### src/rtl/sdram_wbaxi_bridge_if.sv
// Bus bundle for sdram_wbaxi_bridge: pipelined Wishbone slave side plus AXI4 master side.
// Modport slave is the bridge's view; modport master is the system/memory environment's view.
interface sdram_wbaxi_bridge_if #(
  parameter int AW      = 26,
  parameter int DW      = 32,
  parameter int AXI_DW  = 128,
  parameter int AXI_AW  = AW + $clog2(DW/8),
  parameter int AXI_IDW = 1
);
  logic                  i_wb_cyc, i_wb_stb, i_wb_we;
  logic [AW-1:0]         i_wb_addr;
  logic [DW-1:0]         i_wb_data;
  logic [DW/8-1:0]       i_wb_sel;
  logic                  o_wb_stall, o_wb_ack, o_wb_err;
  logic [DW-1:0]         o_wb_data;

  logic                  o_axi_awvalid, i_axi_awready;
  logic [AXI_AW-1:0]     o_axi_awaddr;
  logic [AXI_IDW-1:0]    o_axi_awid;
  logic [7:0]            o_axi_awlen;
  logic [2:0]            o_axi_awsize;
  logic [1:0]            o_axi_awburst;
  logic                  o_axi_awlock;
  logic [3:0]            o_axi_awcache;
  logic [2:0]            o_axi_awprot;
  logic [3:0]            o_axi_awqos;

  logic                  o_axi_wvalid, i_axi_wready;
  logic [AXI_DW-1:0]     o_axi_wdata;
  logic [AXI_DW/8-1:0]   o_axi_wstrb;
  logic                  o_axi_wlast;

  logic                  i_axi_bvalid, o_axi_bready;
  logic [AXI_IDW-1:0]    i_axi_bid;
  logic [1:0]            i_axi_bresp;

  logic                  o_axi_arvalid, i_axi_arready;
  logic [AXI_AW-1:0]     o_axi_araddr;
  logic [AXI_IDW-1:0]    o_axi_arid;
  logic [7:0]            o_axi_arlen;
  logic [2:0]            o_axi_arsize;
  logic [1:0]            o_axi_arburst;
  logic                  o_axi_arlock;
  logic [3:0]            o_axi_arcache;
  logic [2:0]            o_axi_arprot;
  logic [3:0]            o_axi_arqos;

  logic                  i_axi_rvalid, o_axi_rready;
  logic [AXI_IDW-1:0]    i_axi_rid;
  logic [AXI_DW-1:0]     i_axi_rdata;
  logic [1:0]            i_axi_rresp;
  logic                  i_axi_rlast;

  modport slave (
    input  i_wb_cyc, i_wb_stb, i_wb_we, i_wb_addr, i_wb_data, i_wb_sel,
    output o_wb_stall, o_wb_ack, o_wb_err, o_wb_data,
    output o_axi_awvalid, o_axi_awaddr, o_axi_awid, o_axi_awlen, o_axi_awsize, o_axi_awburst,
           o_axi_awlock, o_axi_awcache, o_axi_awprot, o_axi_awqos,
    input  i_axi_awready,
    output o_axi_wvalid, o_axi_wdata, o_axi_wstrb, o_axi_wlast,
    input  i_axi_wready,
    input  i_axi_bvalid, i_axi_bid, i_axi_bresp,
    output o_axi_bready,
    output o_axi_arvalid, o_axi_araddr, o_axi_arid, o_axi_arlen, o_axi_arsize, o_axi_arburst,
           o_axi_arlock, o_axi_arcache, o_axi_arprot, o_axi_arqos,
    input  i_axi_arready,
    input  i_axi_rvalid, i_axi_rid, i_axi_rdata, i_axi_rresp, i_axi_rlast,
    output o_axi_rready
  );

  modport master (
    output i_wb_cyc, i_wb_stb, i_wb_we, i_wb_addr, i_wb_data, i_wb_sel,
    input  o_wb_stall, o_wb_ack, o_wb_err, o_wb_data,
    input  o_axi_awvalid, o_axi_awaddr, o_axi_awid, o_axi_awlen, o_axi_awsize, o_axi_awburst,
           o_axi_awlock, o_axi_awcache, o_axi_awprot, o_axi_awqos,
    output i_axi_awready,
    input  o_axi_wvalid, o_axi_wdata, o_axi_wstrb, o_axi_wlast,
    output i_axi_wready,
    output i_axi_bvalid, i_axi_bid, i_axi_bresp,
    input  o_axi_bready,
    input  o_axi_arvalid, o_axi_araddr, o_axi_arid, o_axi_arlen, o_axi_arsize, o_axi_arburst,
           o_axi_arlock, o_axi_arcache, o_axi_arprot, o_axi_arqos,
    output i_axi_arready,
    output i_axi_rvalid, i_axi_rid, i_axi_rdata, i_axi_rresp, i_axi_rlast,
    input  o_axi_rready
  );
endinterface

### src/rtl/sdram_wbaxi_bridge.sv
// Pipelined Wishbone slave to single-beat AXI4 master with lane packing and in-order acks.
// Optional macro SDRAM_CALIB_GATE_EN: stall the Wishbone side until i_calib_done is high.
module sdram_wbaxi_bridge #(
  parameter int AW      = 26,
  parameter int DW      = 32,
  parameter int AXI_DW  = 128,
  parameter int AXI_AW  = AW + $clog2(DW/8),
  parameter int AXI_IDW = 1,
  parameter int LGFIFO  = 5
) (
  input  logic i_clk,
  input  logic i_reset_n,
  input  logic i_calib_done,
  sdram_wbaxi_bridge_if.slave bus
);
  localparam int NL    = AXI_DW / DW;
  localparam int LW    = $clog2(NL);
  localparam int LWX   = (LW > 0) ? LW : 1;
  localparam int SW    = DW / 8;
  localparam int BW    = $clog2(SW);
  localparam int DEPTH = 1 << LGFIFO;
  localparam logic [LGFIFO:0] CNT_FULL = {1'b1, {LGFIFO{1'b0}}};

  typedef enum logic [1:0] {S_IDLE, S_WRITE, S_READ, S_DRAIN} state_t;

  state_t               state_q, state_d;
  logic [LGFIFO:0]      cnt_q, cnt_d;
  logic                 awvalid_q, awvalid_d, wvalid_q, wvalid_d, arvalid_q, arvalid_d;
  logic [AXI_AW-1:0]    awaddr_q, awaddr_d, araddr_q, araddr_d;
  logic [AXI_DW-1:0]    wdata_q, wdata_d;
  logic [AXI_DW/8-1:0]  wstrb_q, wstrb_d;
  logic                 ack_q, ack_d, err_q, err_d;
  logic [DW-1:0]        rdata_q, rdata_d;
  logic [LGFIFO-1:0]    wr_ptr_q, wr_ptr_d, rd_ptr_q, rd_ptr_d;
  logic [LWX-1:0]       lane_mem [DEPTH];

  logic                 gate, stall, accept, mismatch, pending;
  logic                 resp_take, resp_err, report, pop;
  logic [LWX-1:0]       lane, head_lane;
  logic [AXI_AW-1:0]    beat_addr;

`ifdef SDRAM_CALIB_GATE_EN
  assign gate = !i_calib_done;
`else
  logic unused_calib;
  assign unused_calib = i_calib_done;
  assign gate = 1'b0;
`endif

  logic unused_resp;
  assign unused_resp = &{1'b0, bus.i_axi_bid, bus.i_axi_rid, bus.i_axi_rlast,
                         bus.i_axi_bresp[0], bus.i_axi_rresp[0]};

  assign lane      = (NL > 1) ? bus.i_wb_addr[LWX-1:0] : '0;
  assign beat_addr = AXI_AW'(bus.i_wb_addr >> LW) << (LW + BW);
  assign head_lane = lane_mem[rd_ptr_q];
  assign pending   = awvalid_q || wvalid_q || arvalid_q;
  assign mismatch  = (state_q == S_WRITE && !bus.i_wb_we) || (state_q == S_READ && bus.i_wb_we);

  // Stall follows ready combinationally so a handshake cycle can also accept the next request.
  assign stall = !i_reset_n || (state_q == S_DRAIN) || (cnt_q == CNT_FULL) || mismatch
              || (awvalid_q && !bus.i_axi_awready) || (wvalid_q && !bus.i_axi_wready)
              || (arvalid_q && !bus.i_axi_arready) || gate;
  assign accept = bus.i_wb_cyc && bus.i_wb_stb && !stall;

  // A response arriving with nothing outstanding is a protocol violation and is ignored.
  assign resp_take = (bus.i_axi_bvalid || bus.i_axi_rvalid) && (cnt_q != '0);
  assign resp_err  = bus.i_axi_rvalid ? bus.i_axi_rresp[1] : bus.i_axi_bresp[1];
  assign pop       = bus.i_axi_rvalid && (cnt_q != '0);
  assign report    = resp_take && bus.i_wb_cyc && (state_q != S_DRAIN);

  always_comb begin
    state_d   = state_q;
    cnt_d     = cnt_q;
    awvalid_d = awvalid_q && !bus.i_axi_awready;
    wvalid_d  = wvalid_q && !bus.i_axi_wready;
    arvalid_d = arvalid_q && !bus.i_axi_arready;
    awaddr_d  = awaddr_q;
    araddr_d  = araddr_q;
    wdata_d   = wdata_q;
    wstrb_d   = wstrb_q;
    ack_d     = 1'b0;
    err_d     = 1'b0;
    rdata_d   = rdata_q;
    wr_ptr_d  = wr_ptr_q;
    rd_ptr_d  = rd_ptr_q;

    if (accept && bus.i_wb_we) begin
      awvalid_d = 1'b1;
      wvalid_d  = 1'b1;
      awaddr_d  = beat_addr;
      wdata_d   = {NL{bus.i_wb_data}};
      wstrb_d   = '0;
      wstrb_d[int'(lane)*SW +: SW] = bus.i_wb_sel;
    end
    if (accept && !bus.i_wb_we) begin
      arvalid_d = 1'b1;
      araddr_d  = beat_addr;
      wr_ptr_d  = wr_ptr_q + LGFIFO'(1);
    end
    if (pop) begin
      rd_ptr_d = rd_ptr_q + LGFIFO'(1);
      rdata_d  = bus.i_axi_rdata[int'(head_lane)*DW +: DW];
    end

    if (accept && !resp_take)      cnt_d = cnt_q + (LGFIFO+1)'(1);
    else if (!accept && resp_take) cnt_d = cnt_q - (LGFIFO+1)'(1);

    if (report) begin
      err_d = resp_err;
      ack_d = !resp_err;
    end

    case (state_q)
      S_IDLE:  if (accept) state_d = bus.i_wb_we ? S_WRITE : S_READ;
      S_WRITE, S_READ: begin
        if (!bus.i_wb_cyc && (cnt_q != '0 || pending)) state_d = S_DRAIN;
        else if (report && resp_err)                   state_d = S_DRAIN;
        else if (cnt_d == '0 && !(awvalid_d || wvalid_d || arvalid_d)) state_d = S_IDLE;
      end
      default: if (cnt_q == '0 && !pending) state_d = S_IDLE;
    endcase
  end

  always_ff @(posedge i_clk or negedge i_reset_n) begin
    if (!i_reset_n) begin
      state_q   <= S_IDLE;
      cnt_q     <= '0;
      awvalid_q <= 1'b0;
      wvalid_q  <= 1'b0;
      arvalid_q <= 1'b0;
      awaddr_q  <= '0;
      araddr_q  <= '0;
      wdata_q   <= '0;
      wstrb_q   <= '0;
      ack_q     <= 1'b0;
      err_q     <= 1'b0;
      rdata_q   <= '0;
      wr_ptr_q  <= '0;
      rd_ptr_q  <= '0;
    end else begin
      state_q   <= state_d;
      cnt_q     <= cnt_d;
      awvalid_q <= awvalid_d;
      wvalid_q  <= wvalid_d;
      arvalid_q <= arvalid_d;
      awaddr_q  <= awaddr_d;
      araddr_q  <= araddr_d;
      wdata_q   <= wdata_d;
      wstrb_q   <= wstrb_d;
      ack_q     <= ack_d;
      err_q     <= err_d;
      rdata_q   <= rdata_d;
      wr_ptr_q  <= wr_ptr_d;
      rd_ptr_q  <= rd_ptr_d;
    end
  end

  // Lane FIFO storage needs no reset; only the pointers define its contents.
  always_ff @(posedge i_clk) begin
    if (accept && !bus.i_wb_we) lane_mem[wr_ptr_q] <= lane;
  end

  assign bus.o_wb_stall    = stall;
  assign bus.o_wb_ack      = ack_q;
  assign bus.o_wb_err      = err_q;
  assign bus.o_wb_data     = rdata_q;

  assign bus.o_axi_awvalid = awvalid_q;
  assign bus.o_axi_awaddr  = awaddr_q;
  assign bus.o_axi_awid    = '0;
  assign bus.o_axi_awlen   = 8'd0;
  assign bus.o_axi_awsize  = 3'($clog2(AXI_DW/8));
  assign bus.o_axi_awburst = 2'b01;
  assign bus.o_axi_awlock  = 1'b0;
  assign bus.o_axi_awcache = 4'h3;
  assign bus.o_axi_awprot  = 3'd0;
  assign bus.o_axi_awqos   = 4'd0;

  assign bus.o_axi_wvalid  = wvalid_q;
  assign bus.o_axi_wdata   = wdata_q;
  assign bus.o_axi_wstrb   = wstrb_q;
  assign bus.o_axi_wlast   = 1'b1;
  assign bus.o_axi_bready  = 1'b1;

  assign bus.o_axi_arvalid = arvalid_q;
  assign bus.o_axi_araddr  = araddr_q;
  assign bus.o_axi_arid    = '0;
  assign bus.o_axi_arlen   = 8'd0;
  assign bus.o_axi_arsize  = 3'($clog2(AXI_DW/8));
  assign bus.o_axi_arburst = 2'b01;
  assign bus.o_axi_arlock  = 1'b0;
  assign bus.o_axi_arcache = 4'h3;
  assign bus.o_axi_arprot  = 3'd0;
  assign bus.o_axi_arqos   = 4'd0;
  assign bus.o_axi_rready  = 1'b1;
endmodule

### src/flat_wrapper.sv
// flat-port wrapper written by rule: the top's interface ports become plain ports
module sdram_wbaxi_bridge_flat 
#(
  parameter int AW      = 26,
  parameter int DW      = 32,
  parameter int AXI_DW  = 128,
  parameter int AXI_AW  = AW + $clog2(DW/8),
  parameter int AXI_IDW = 1,
  parameter int LGFIFO  = 5
)
  (i_clk, i_reset_n, i_calib_done, bus_i_wb_cyc, bus_i_wb_stb, bus_i_wb_we, bus_i_wb_addr, bus_i_wb_data, bus_i_wb_sel, bus_o_wb_stall, bus_o_wb_ack, bus_o_wb_err, bus_o_wb_data, bus_o_axi_awvalid, bus_o_axi_awaddr, bus_o_axi_awid, bus_o_axi_awlen, bus_o_axi_awsize, bus_o_axi_awburst, bus_o_axi_awlock, bus_o_axi_awcache, bus_o_axi_awprot, bus_o_axi_awqos, bus_i_axi_awready, bus_o_axi_wvalid, bus_o_axi_wdata, bus_o_axi_wstrb, bus_o_axi_wlast, bus_i_axi_wready, bus_i_axi_bvalid, bus_i_axi_bid, bus_i_axi_bresp, bus_o_axi_bready, bus_o_axi_arvalid, bus_o_axi_araddr, bus_o_axi_arid, bus_o_axi_arlen, bus_o_axi_arsize, bus_o_axi_arburst, bus_o_axi_arlock, bus_o_axi_arcache, bus_o_axi_arprot, bus_o_axi_arqos, bus_i_axi_arready, bus_i_axi_rvalid, bus_i_axi_rid, bus_i_axi_rdata, bus_i_axi_rresp, bus_i_axi_rlast, bus_o_axi_rready);
  sdram_wbaxi_bridge_if #(.AW(AW), .DW(DW), .AXI_DW(AXI_DW), .AXI_AW(AXI_AW), .AXI_IDW(AXI_IDW)) bus_i ();
  input  logic i_clk;
  input  logic i_reset_n;
  input  logic i_calib_done;
  input wire logic [$bits(bus_i.i_wb_cyc)-1:0] bus_i_wb_cyc;
  input wire logic [$bits(bus_i.i_wb_stb)-1:0] bus_i_wb_stb;
  input wire logic [$bits(bus_i.i_wb_we)-1:0] bus_i_wb_we;
  input wire logic [$bits(bus_i.i_wb_addr)-1:0] bus_i_wb_addr;
  input wire logic [$bits(bus_i.i_wb_data)-1:0] bus_i_wb_data;
  input wire logic [$bits(bus_i.i_wb_sel)-1:0] bus_i_wb_sel;
  output wire logic [$bits(bus_i.o_wb_stall)-1:0] bus_o_wb_stall;
  output wire logic [$bits(bus_i.o_wb_ack)-1:0] bus_o_wb_ack;
  output wire logic [$bits(bus_i.o_wb_err)-1:0] bus_o_wb_err;
  output wire logic [$bits(bus_i.o_wb_data)-1:0] bus_o_wb_data;
  output wire logic [$bits(bus_i.o_axi_awvalid)-1:0] bus_o_axi_awvalid;
  output wire logic [$bits(bus_i.o_axi_awaddr)-1:0] bus_o_axi_awaddr;
  output wire logic [$bits(bus_i.o_axi_awid)-1:0] bus_o_axi_awid;
  output wire logic [$bits(bus_i.o_axi_awlen)-1:0] bus_o_axi_awlen;
  output wire logic [$bits(bus_i.o_axi_awsize)-1:0] bus_o_axi_awsize;
  output wire logic [$bits(bus_i.o_axi_awburst)-1:0] bus_o_axi_awburst;
  output wire logic [$bits(bus_i.o_axi_awlock)-1:0] bus_o_axi_awlock;
  output wire logic [$bits(bus_i.o_axi_awcache)-1:0] bus_o_axi_awcache;
  output wire logic [$bits(bus_i.o_axi_awprot)-1:0] bus_o_axi_awprot;
  output wire logic [$bits(bus_i.o_axi_awqos)-1:0] bus_o_axi_awqos;
  input wire logic [$bits(bus_i.i_axi_awready)-1:0] bus_i_axi_awready;
  output wire logic [$bits(bus_i.o_axi_wvalid)-1:0] bus_o_axi_wvalid;
  output wire logic [$bits(bus_i.o_axi_wdata)-1:0] bus_o_axi_wdata;
  output wire logic [$bits(bus_i.o_axi_wstrb)-1:0] bus_o_axi_wstrb;
  output wire logic [$bits(bus_i.o_axi_wlast)-1:0] bus_o_axi_wlast;
  input wire logic [$bits(bus_i.i_axi_wready)-1:0] bus_i_axi_wready;
  input wire logic [$bits(bus_i.i_axi_bvalid)-1:0] bus_i_axi_bvalid;
  input wire logic [$bits(bus_i.i_axi_bid)-1:0] bus_i_axi_bid;
  input wire logic [$bits(bus_i.i_axi_bresp)-1:0] bus_i_axi_bresp;
  output wire logic [$bits(bus_i.o_axi_bready)-1:0] bus_o_axi_bready;
  output wire logic [$bits(bus_i.o_axi_arvalid)-1:0] bus_o_axi_arvalid;
  output wire logic [$bits(bus_i.o_axi_araddr)-1:0] bus_o_axi_araddr;
  output wire logic [$bits(bus_i.o_axi_arid)-1:0] bus_o_axi_arid;
  output wire logic [$bits(bus_i.o_axi_arlen)-1:0] bus_o_axi_arlen;
  output wire logic [$bits(bus_i.o_axi_arsize)-1:0] bus_o_axi_arsize;
  output wire logic [$bits(bus_i.o_axi_arburst)-1:0] bus_o_axi_arburst;
  output wire logic [$bits(bus_i.o_axi_arlock)-1:0] bus_o_axi_arlock;
  output wire logic [$bits(bus_i.o_axi_arcache)-1:0] bus_o_axi_arcache;
  output wire logic [$bits(bus_i.o_axi_arprot)-1:0] bus_o_axi_arprot;
  output wire logic [$bits(bus_i.o_axi_arqos)-1:0] bus_o_axi_arqos;
  input wire logic [$bits(bus_i.i_axi_arready)-1:0] bus_i_axi_arready;
  input wire logic [$bits(bus_i.i_axi_rvalid)-1:0] bus_i_axi_rvalid;
  input wire logic [$bits(bus_i.i_axi_rid)-1:0] bus_i_axi_rid;
  input wire logic [$bits(bus_i.i_axi_rdata)-1:0] bus_i_axi_rdata;
  input wire logic [$bits(bus_i.i_axi_rresp)-1:0] bus_i_axi_rresp;
  input wire logic [$bits(bus_i.i_axi_rlast)-1:0] bus_i_axi_rlast;
  output wire logic [$bits(bus_i.o_axi_rready)-1:0] bus_o_axi_rready;
  assign bus_i.i_wb_cyc = bus_i_wb_cyc;
  assign bus_i.i_wb_stb = bus_i_wb_stb;
  assign bus_i.i_wb_we = bus_i_wb_we;
  assign bus_i.i_wb_addr = bus_i_wb_addr;
  assign bus_i.i_wb_data = bus_i_wb_data;
  assign bus_i.i_wb_sel = bus_i_wb_sel;
  assign bus_o_wb_stall = bus_i.o_wb_stall;
  assign bus_o_wb_ack = bus_i.o_wb_ack;
  assign bus_o_wb_err = bus_i.o_wb_err;
  assign bus_o_wb_data = bus_i.o_wb_data;
  assign bus_o_axi_awvalid = bus_i.o_axi_awvalid;
  assign bus_o_axi_awaddr = bus_i.o_axi_awaddr;
  assign bus_o_axi_awid = bus_i.o_axi_awid;
  assign bus_o_axi_awlen = bus_i.o_axi_awlen;
  assign bus_o_axi_awsize = bus_i.o_axi_awsize;
  assign bus_o_axi_awburst = bus_i.o_axi_awburst;
  assign bus_o_axi_awlock = bus_i.o_axi_awlock;
  assign bus_o_axi_awcache = bus_i.o_axi_awcache;
  assign bus_o_axi_awprot = bus_i.o_axi_awprot;
  assign bus_o_axi_awqos = bus_i.o_axi_awqos;
  assign bus_i.i_axi_awready = bus_i_axi_awready;
  assign bus_o_axi_wvalid = bus_i.o_axi_wvalid;
  assign bus_o_axi_wdata = bus_i.o_axi_wdata;
  assign bus_o_axi_wstrb = bus_i.o_axi_wstrb;
  assign bus_o_axi_wlast = bus_i.o_axi_wlast;
  assign bus_i.i_axi_wready = bus_i_axi_wready;
  assign bus_i.i_axi_bvalid = bus_i_axi_bvalid;
  assign bus_i.i_axi_bid = bus_i_axi_bid;
  assign bus_i.i_axi_bresp = bus_i_axi_bresp;
  assign bus_o_axi_bready = bus_i.o_axi_bready;
  assign bus_o_axi_arvalid = bus_i.o_axi_arvalid;
  assign bus_o_axi_araddr = bus_i.o_axi_araddr;
  assign bus_o_axi_arid = bus_i.o_axi_arid;
  assign bus_o_axi_arlen = bus_i.o_axi_arlen;
  assign bus_o_axi_arsize = bus_i.o_axi_arsize;
  assign bus_o_axi_arburst = bus_i.o_axi_arburst;
  assign bus_o_axi_arlock = bus_i.o_axi_arlock;
  assign bus_o_axi_arcache = bus_i.o_axi_arcache;
  assign bus_o_axi_arprot = bus_i.o_axi_arprot;
  assign bus_o_axi_arqos = bus_i.o_axi_arqos;
  assign bus_i.i_axi_arready = bus_i_axi_arready;
  assign bus_i.i_axi_rvalid = bus_i_axi_rvalid;
  assign bus_i.i_axi_rid = bus_i_axi_rid;
  assign bus_i.i_axi_rdata = bus_i_axi_rdata;
  assign bus_i.i_axi_rresp = bus_i_axi_rresp;
  assign bus_i.i_axi_rlast = bus_i_axi_rlast;
  assign bus_o_axi_rready = bus_i.o_axi_rready;
  sdram_wbaxi_bridge #(.AW(AW), .DW(DW), .AXI_DW(AXI_DW), .AXI_AW(AXI_AW), .AXI_IDW(AXI_IDW), .LGFIFO(LGFIFO)) u_core (.i_clk(i_clk), .i_reset_n(i_reset_n), .i_calib_done(i_calib_done), .bus(bus_i));
endmodule
### config.mk
export PLATFORM = sky130hd
export DESIGN_NAME = sdram_wbaxi_bridge_flat
export DESIGN_NICKNAME = d
export VERILOG_FILES = /design/src/rtl/sdram_wbaxi_bridge_if.sv /design/src/rtl/sdram_wbaxi_bridge.sv /design/src/flat_wrapper.sv
export SDC_FILE = /design/constraint.sdc
export NUM_CORES = 1
export LEC_CHECK = 0
export ABC_AREA = 1
export ABC_CLOCK_PERIOD_IN_PS = 4200
export BUFFER_PORTS_ARGS = -buffer_cell sky130_fd_sc_hd__buf_2
export CAP_MARGIN = 20
export CORE_AREA = 2 2 195 197
export CTS_CLUSTER_DIAMETER = 200
export DETAILED_ROUTE_END_ITERATION = 8
export DIE_AREA = 0 0 197 199
export GPL_TIMING_DRIVEN = 0
export PLACE_DENSITY_LB_ADDON = 0.25
export SYNTH_ARGS = -nofsm -noshare
export SYNTH_HDL_FRONTEND = slang
export SYNTH_SLANG_ARGS = --single-unit
export TNS_END_PERCENT = 10
### constraint.sdc
create_clock -name i_clk -period 4.2 [get_ports i_clk]
set_input_delay 0.63 -clock i_clk [delete_from_list [all_inputs] [get_ports i_clk]]
set_output_delay 0.63 -clock i_clk [all_outputs]
set_load 0.05 [all_outputs]
== Word level (Yosys, flattened, before mapping) ==
Memories as Yosys holds them, arrays and structs flattened.
Cells that the tools add are included.
Word-level totals
  output and inout port bits: 293
  register bits after elaboration: 247
  memories: 1
  word-level logic and storage cells: 99
  RAM bits: 64
  bits of input ports: 208
Memory list
  u_core.lane_mem: words 32, bits a word 2, read ports 1, clocked after Yosys merged registers in 0, write ports 1, line sdram_wbaxi_bridge.sv:35  | logic [LWX-1:0] lane_mem [DEPTH];
Operators by class
  shift operators: 3
  equal/unequal tests: 7
  reduce and logical (&&, ||, !) cells: 51
  $add $sub $neg: 5
  mux-type cells: 17
  bitwise logic cells: 1
Operator list (number)
  $shiftx A128 B8 Y32: 1
  $neg A4 Y33: 1
  $shift A4 B33 Y16 const A: 1
  $shiftx A4 B33 Y16: 1
  $logic_and A1 B1 Y1: 19
  $and A16 B16 Y16: 1
  $logic_or A1 B1 Y1: 13
  $logic_not A1 Y1: 12
  $logic_not A6 Y1: 2
  $mux W2: 6
  $mux W6: 2
  $add A5 B1 Y5 const B: 2
  $mux W1: 8
  $add A6 B1 Y6 const B: 1
  $eq A6 B6 Y1 const B: 1
  $reduce_bool A6 Y1: 1
  $sub A6 B1 Y6 const B: 1
  $eq A2 B2 Y1 const B: 2
  $ne A4 B1 Y1 const B: 1
  $pmux W2 S2: 1
  $reduce_and A3 Y1: 1
  $reduce_bool A3 Y1: 1
  $eq A2 B1 Y1 const B: 1
  $logic_not A2 Y1: 1
  other kinds (3): 3

== Logic depth before layout (Yosys ltp) ==
  word-level depth: 19
  mapped depth: 18
  mapped depth without buffers: 18

== Least setup slack after synthesis ==
No wires, ideal clock.
  path kind: register to register
  start point: register u_core.arvalid_q, in the netlist u_core.bus.o_axi_arvalid
  end point: memory u_core.lane_mem[0][0] in the netlist's numbering, enable pin
  arrival: 1.842 ns
  path slack: 2.049 ns
  period minus slack after synthesis: 2.151 ns
  data required time: 3.891 ns
  cell stages (with the launch flop): 9
  buffers on the path: 1
  cells stage by stage: dfrtp_1 nand2_1 nand2_1 nor2_2 nand4_4 nor2_2 buf_2 nand2_1 nor2_1
On the way
  cells in the longest elaborated chain, start to end: 7
Ends and longest elaborated chain
  from (decl): line sdram_wbaxi_bridge.sv:28  | logic awvalid_q, awvalid_d, wvalid_q, wvalid_d, arvalid_q, arvalid_d;
  from (signal assigned): line sdram_wbaxi_bridge.sv:146  | arvalid_q <= arvalid_d;
  $logic_and A1 B1 Y1: line sdram_wbaxi_bridge.sv:63  | || (arvalid_q && !bus.i_axi_arready) || gate;
  $logic_or A1 B1 Y1: line sdram_wbaxi_bridge.sv:63
  $logic_not A1 Y1: line sdram_wbaxi_bridge.sv:64  | assign accept = bus.i_wb_cyc && bus.i_wb_stb && !stall;
  $logic_and A1 B1 Y1: line sdram_wbaxi_bridge.sv:64
  $logic_and A1 B1 Y1: line sdram_wbaxi_bridge.sv:161  | if (accept && !bus.i_wb_we) lane_mem[wr_ptr_q] <= lane;
  $mux W1: line sdram_wbaxi_bridge.sv:161
  $mux W1 (not written as such): line sdram_wbaxi_bridge.sv:161
  to (decl): line sdram_wbaxi_bridge.sv:35
No other way between the ends.

== Worst setup path in the final report ==
  start point: input port i_reset_n
  end point: memory u_core.lane_mem[2][0] in the netlist's numbering, enable pin
On the way
  cells in the longest elaborated chain, start to end: 12
Ends and longest elaborated chain
  from (decl): line flat_wrapper.sv:14  | input logic i_reset_n;
  $logic_not A1 Y1: line sdram_wbaxi_bridge.sv:61  | assign stall = !i_reset_n || (state_q == S_DRAIN) || (cnt_q == CNT_FULL) || mismatch
  $logic_or A1 B1 Y1 (3 in a row): line sdram_wbaxi_bridge.sv:61
  $logic_or A1 B1 Y1 (2 in a row): line sdram_wbaxi_bridge.sv:62  | || (awvalid_q && !bus.i_axi_awready) || (wvalid_q && !bus.i_axi_wready)
  $logic_or A1 B1 Y1: line sdram_wbaxi_bridge.sv:63
  $logic_not A1 Y1: line sdram_wbaxi_bridge.sv:64
  $logic_and A1 B1 Y1: line sdram_wbaxi_bridge.sv:64
  $logic_and A1 B1 Y1: line sdram_wbaxi_bridge.sv:161
  $mux W1: line sdram_wbaxi_bridge.sv:161
  $mux W1 (not written as such): line sdram_wbaxi_bridge.sv:161
No other way between the ends.

==> flow_summary.toml <==
[place]
hpwl_um = 29400
place_congestion = 0.904
numPortBuffers = 431
placed_area_um2 = 14900
pre_cts_ws_ns = 0.298

[synthesis]
synth.yosys.seq_area_share_pct = 48.0
synthArstFlopShare_pct = 70.2
netlist_area_um2 = 11900
netlist_instances = 1464
synth.top_cell.area_share_pct = 31.8
ys_top_cells_by_count = "552 x nand2_1, 173 x buf_4, 151 x dfrtp_1, 111 x inv_1, 107 x nand3_1"
synth-edff-count = 64
synth_top_cell_by_area = "dfrtp_1"
synthDistinctLibCells = 37
ys.warnings.count = 0
ys_ff_latch = 215
synth_area_leaders = "dfrtp_1 32%, nand2_1 17%, edfxtp_1 16%"
synth.most_common_cell = "nand2_1"
synthFlopType = "dfrtp_1"
synth.avg_cell_area_um2 = 8.11

[worst_setup_path]
crit_type = "in2reg"
cp-start-kind = "input port"
critPathArrivalTime_ns = 3.91
crit_required_ns = 4.43
worstSetupEndpointType = "flop"
rr_startpoint = "u_core.state_q[0]"
r2r-end = "u_core.lane_mem[2][0]"
reg2regPathDepth = 10
crit_fanout = 111
rrSetupSlack_ns = 1.48

[sta]
skew_ns = 0.0140
setup_slack_ns = 0.519
setup_violations = 0
rsz0062_at_grt = "false"
timing.slew.headroom_pct = 50.0
fmax_mhz = 272
final_hold_viol_count = 0
tightest_slew_ns = 0.750
finalCriticalPeriod_ns = 3.68
fin_crit_sh_pct = 87.6
worst_hold_slack_ns = 0.295
finalMaxSlewViolations = 0
setup_tns_ns = 0

[power]
p_clk_share_pct = 14.4
swShare_pct = 55.0
irDropWorstVdd_uv = 603
internal_power_mw = 6.69
cellPowerDensity_nw_per_um2 = 946
p_leak_nw = 8.84
switchingPower_mw = 8.18
p_seq_share_pct = 22.4
p_comb_share_pct = 63.1

[floorplanning]
start_util_pct = 32.0
die_area_um2 = 39200
die_x_um = 197
pin_count = 501
rows = 71
die_h_um = 199
core_um2 = 37100

[detailed_routing]
wl_um = 38300
vias = 10874
wl_per_cell_um = 15.5
routed_via_density = 4.39
drc = 0
firstDrtPassIters = 5
antenna_left = 0
drt_iter0_drc = 374

[worst_hold_path]
min_delay_path_depth = 3
holdPathEnd = "u_core.bus.o_axi_wdata[122]"
hp-start = "bus_i_wb_data[26]"
hp-class = "in2reg"

[global_route]
grt_pass1_wl_um = 57600
use_met3_pct = 4.44
grt_start_max_net_pins = 112
first_global_vias = 10440
overflow = 0
track_usage_pct = 18.7
antenna_found_initial = 4
met2_usage_pct = 33.5
grtUsageMet1_pct = 22.0
busiest_layer = "met2"

[status]
status = "finished, final reports clean"

[finish]
design_area_um2 = 15700
drive_above_1_share_pct = 34.5
area_delta_synth_final_pct = 32.4
final_nets = 2211
nFillCells = 3794

[clock_tree]
h-tree-depth = 1
cts_made_buffers = 26
cts.sinks = 215
cts_root_buf = "clkbuf_16"
cts_tree = "yes"
cts.path.max_buffers = 3
cts_setup_buffers = 0
clkTransAtPathRegs_ns = 0.06
insertion_delay_ns = 0.53

[job]
cap_violations = 0
## metal layers
| metal | share of wire [%] | vias up | routed length, µm |
|---|---|---|---|
| met4 | 2.7 | 6 | 1040 |
| met1 | 40 | 4958 | 15500 |
| met3 | 7.7 | 64 | 2940 |
| met2 | 49 | 415 | 18800 |
| met5 | 0.10 | - | 39 |
| li1 | - | 5431 | - |
## sequential cells by signal, summed over array words and instances, names as in the netlist
register and cells:
u_core.bus.o_axi_awaddr 24, u_core.bus.o_wb_err 1, u_core.bus.o_axi_awvalid 1, u_core.bus.o_axi_arvalid 1
u_core.bus.o_wb_ack 1, u_core.bus.o_axi_wvalid 1, u_core.rd_ptr_q 5, u_core.state_q 2
u_core.wr_ptr_q 5, u_core.bus.o_axi_wstrb 16, u_core.bus.o_axi_wdata 32, u_core.bus.o_wb_data 32
u_core.lane_mem 64, u_core.bus.o_axi_araddr 24, u_core.cnt_q 6
## timing repair
action / CTS / global route
endpoints found under the hold margin: 16 / 0
setup endpoints to repair: 0 / 46
resized for setup: 0 / 1
hold buffers: 1 / 0
## power by group through the flow
stage	clock network [mW]	registers [mW]	logic, mW
detailed placement	0	3.36	9.45
global placement	0	3.34	9.41
finish	2.14	3.34	9.39
CTS	2.21	3.34	9.46
global route	2.29	3.43	10.1
floorplan	0	5.09	5.44
## worst max path at each step
| stage | slack, ns | to | cells past startpoint | start |
|---|---|---|---|---|
| after global routing | 0.11 | u_core.lane_mem[28][0] | 12 | i_reset_n |
| after floorplan | 2.05 | u_core.lane_mem[0][0] | 8 | u_core.bus.o_axi_arvalid |
| after global placement | -1.66 | u_core.lane_mem[2][0] | 10 | i_reset_n |
| after detailed placement | 0.30 | u_core.lane_mem[2][0] | 11 | i_reset_n |
| after CTS | 0.26 | u_core.lane_mem[6][1] | 12 | i_reset_n |
| final | 0.52 | u_core.lane_mem[2][0] | 12 | i_reset_n |
## cell type report
type	instances	area (µm²)	share of cell area, %
Tap cell	474	593	3.77
Clock buffer	41	778	4.95
Buffer	223	1520	9.68
Clock inverter	5	33.8	0.215
Sequential cell	215	5700	36.3
Inverter	118	443	2.82
Multi-Input combinational cell	969	4450	28.3
Antenna cell	1	2.50	0.0159
Timing Repair Buffer	433	2200	14.0
## logic make-up after synthesis
group / Yosys count / synth area share, %
AND/OR/NAND/NOR: 820 / 29.8
buffers and inverters: 341 / 16.5
flip-flops: 215 / 48.0
AO/OA/AOI/OAI: 56 / 2.88
adder cells (fa/ha/maj): 17 / 1.79
XOR/XNOR: 13 / 0.959
other: 2 / 0.0632
## placed cells by master (no fill, tap or decap), types with 2 or more instances in the layout
cell and instances:
nand2_2 4, xor2_1 11, o221ai_1 3, or2_2 2
nor3_1 4, nor2_1 70, dfrtp_1 151, clkbuf_8 5
o22ai_1 5, conb_1 63, a21oi_1 16, ha_1 17
clkinv_2 2, buf_4 173, nand4_1 8, xnor2_1 2
a32o_1 3, o21ai_1 7, inv_1 111, nand3b_1 65
edfxtp_1 64, nand2_1 552, a22oi_1 2, o211ai_1 3
nor2_2 4, nand3_1 107, o21ai_0 12, clkinvlp_4 2
o41ai_1 2, buf_2 459, clkbuf_16 27, inv_2 6
clkbuf_1 29
## through the flow
step	std cells	total power, mW	utilization, %
after floorplan	1525	10.5	-
after global placement	2430	12.7	40.0
after detailed placement	2431	12.8	40.1
after CTS	2478	15.0	42.3
after global routing	2478	15.8	42.3
final	2479	14.9	42.3
## worst max-delay path, cell delays in order
cell,delay [ns]
dlygate4sd3_1,0.57
buf_8,0.31
buf_16,0.41
inv_1,0.10
nor2_1,0.10
nand2_1,0.06
nor2_2,0.13
nand4_4,0.21
nor2_4,0.30
buf_2,0.29
nand2_1,0.31
nor2_1,0.27
Note: power is estimated with default switching activity, not from simulation.
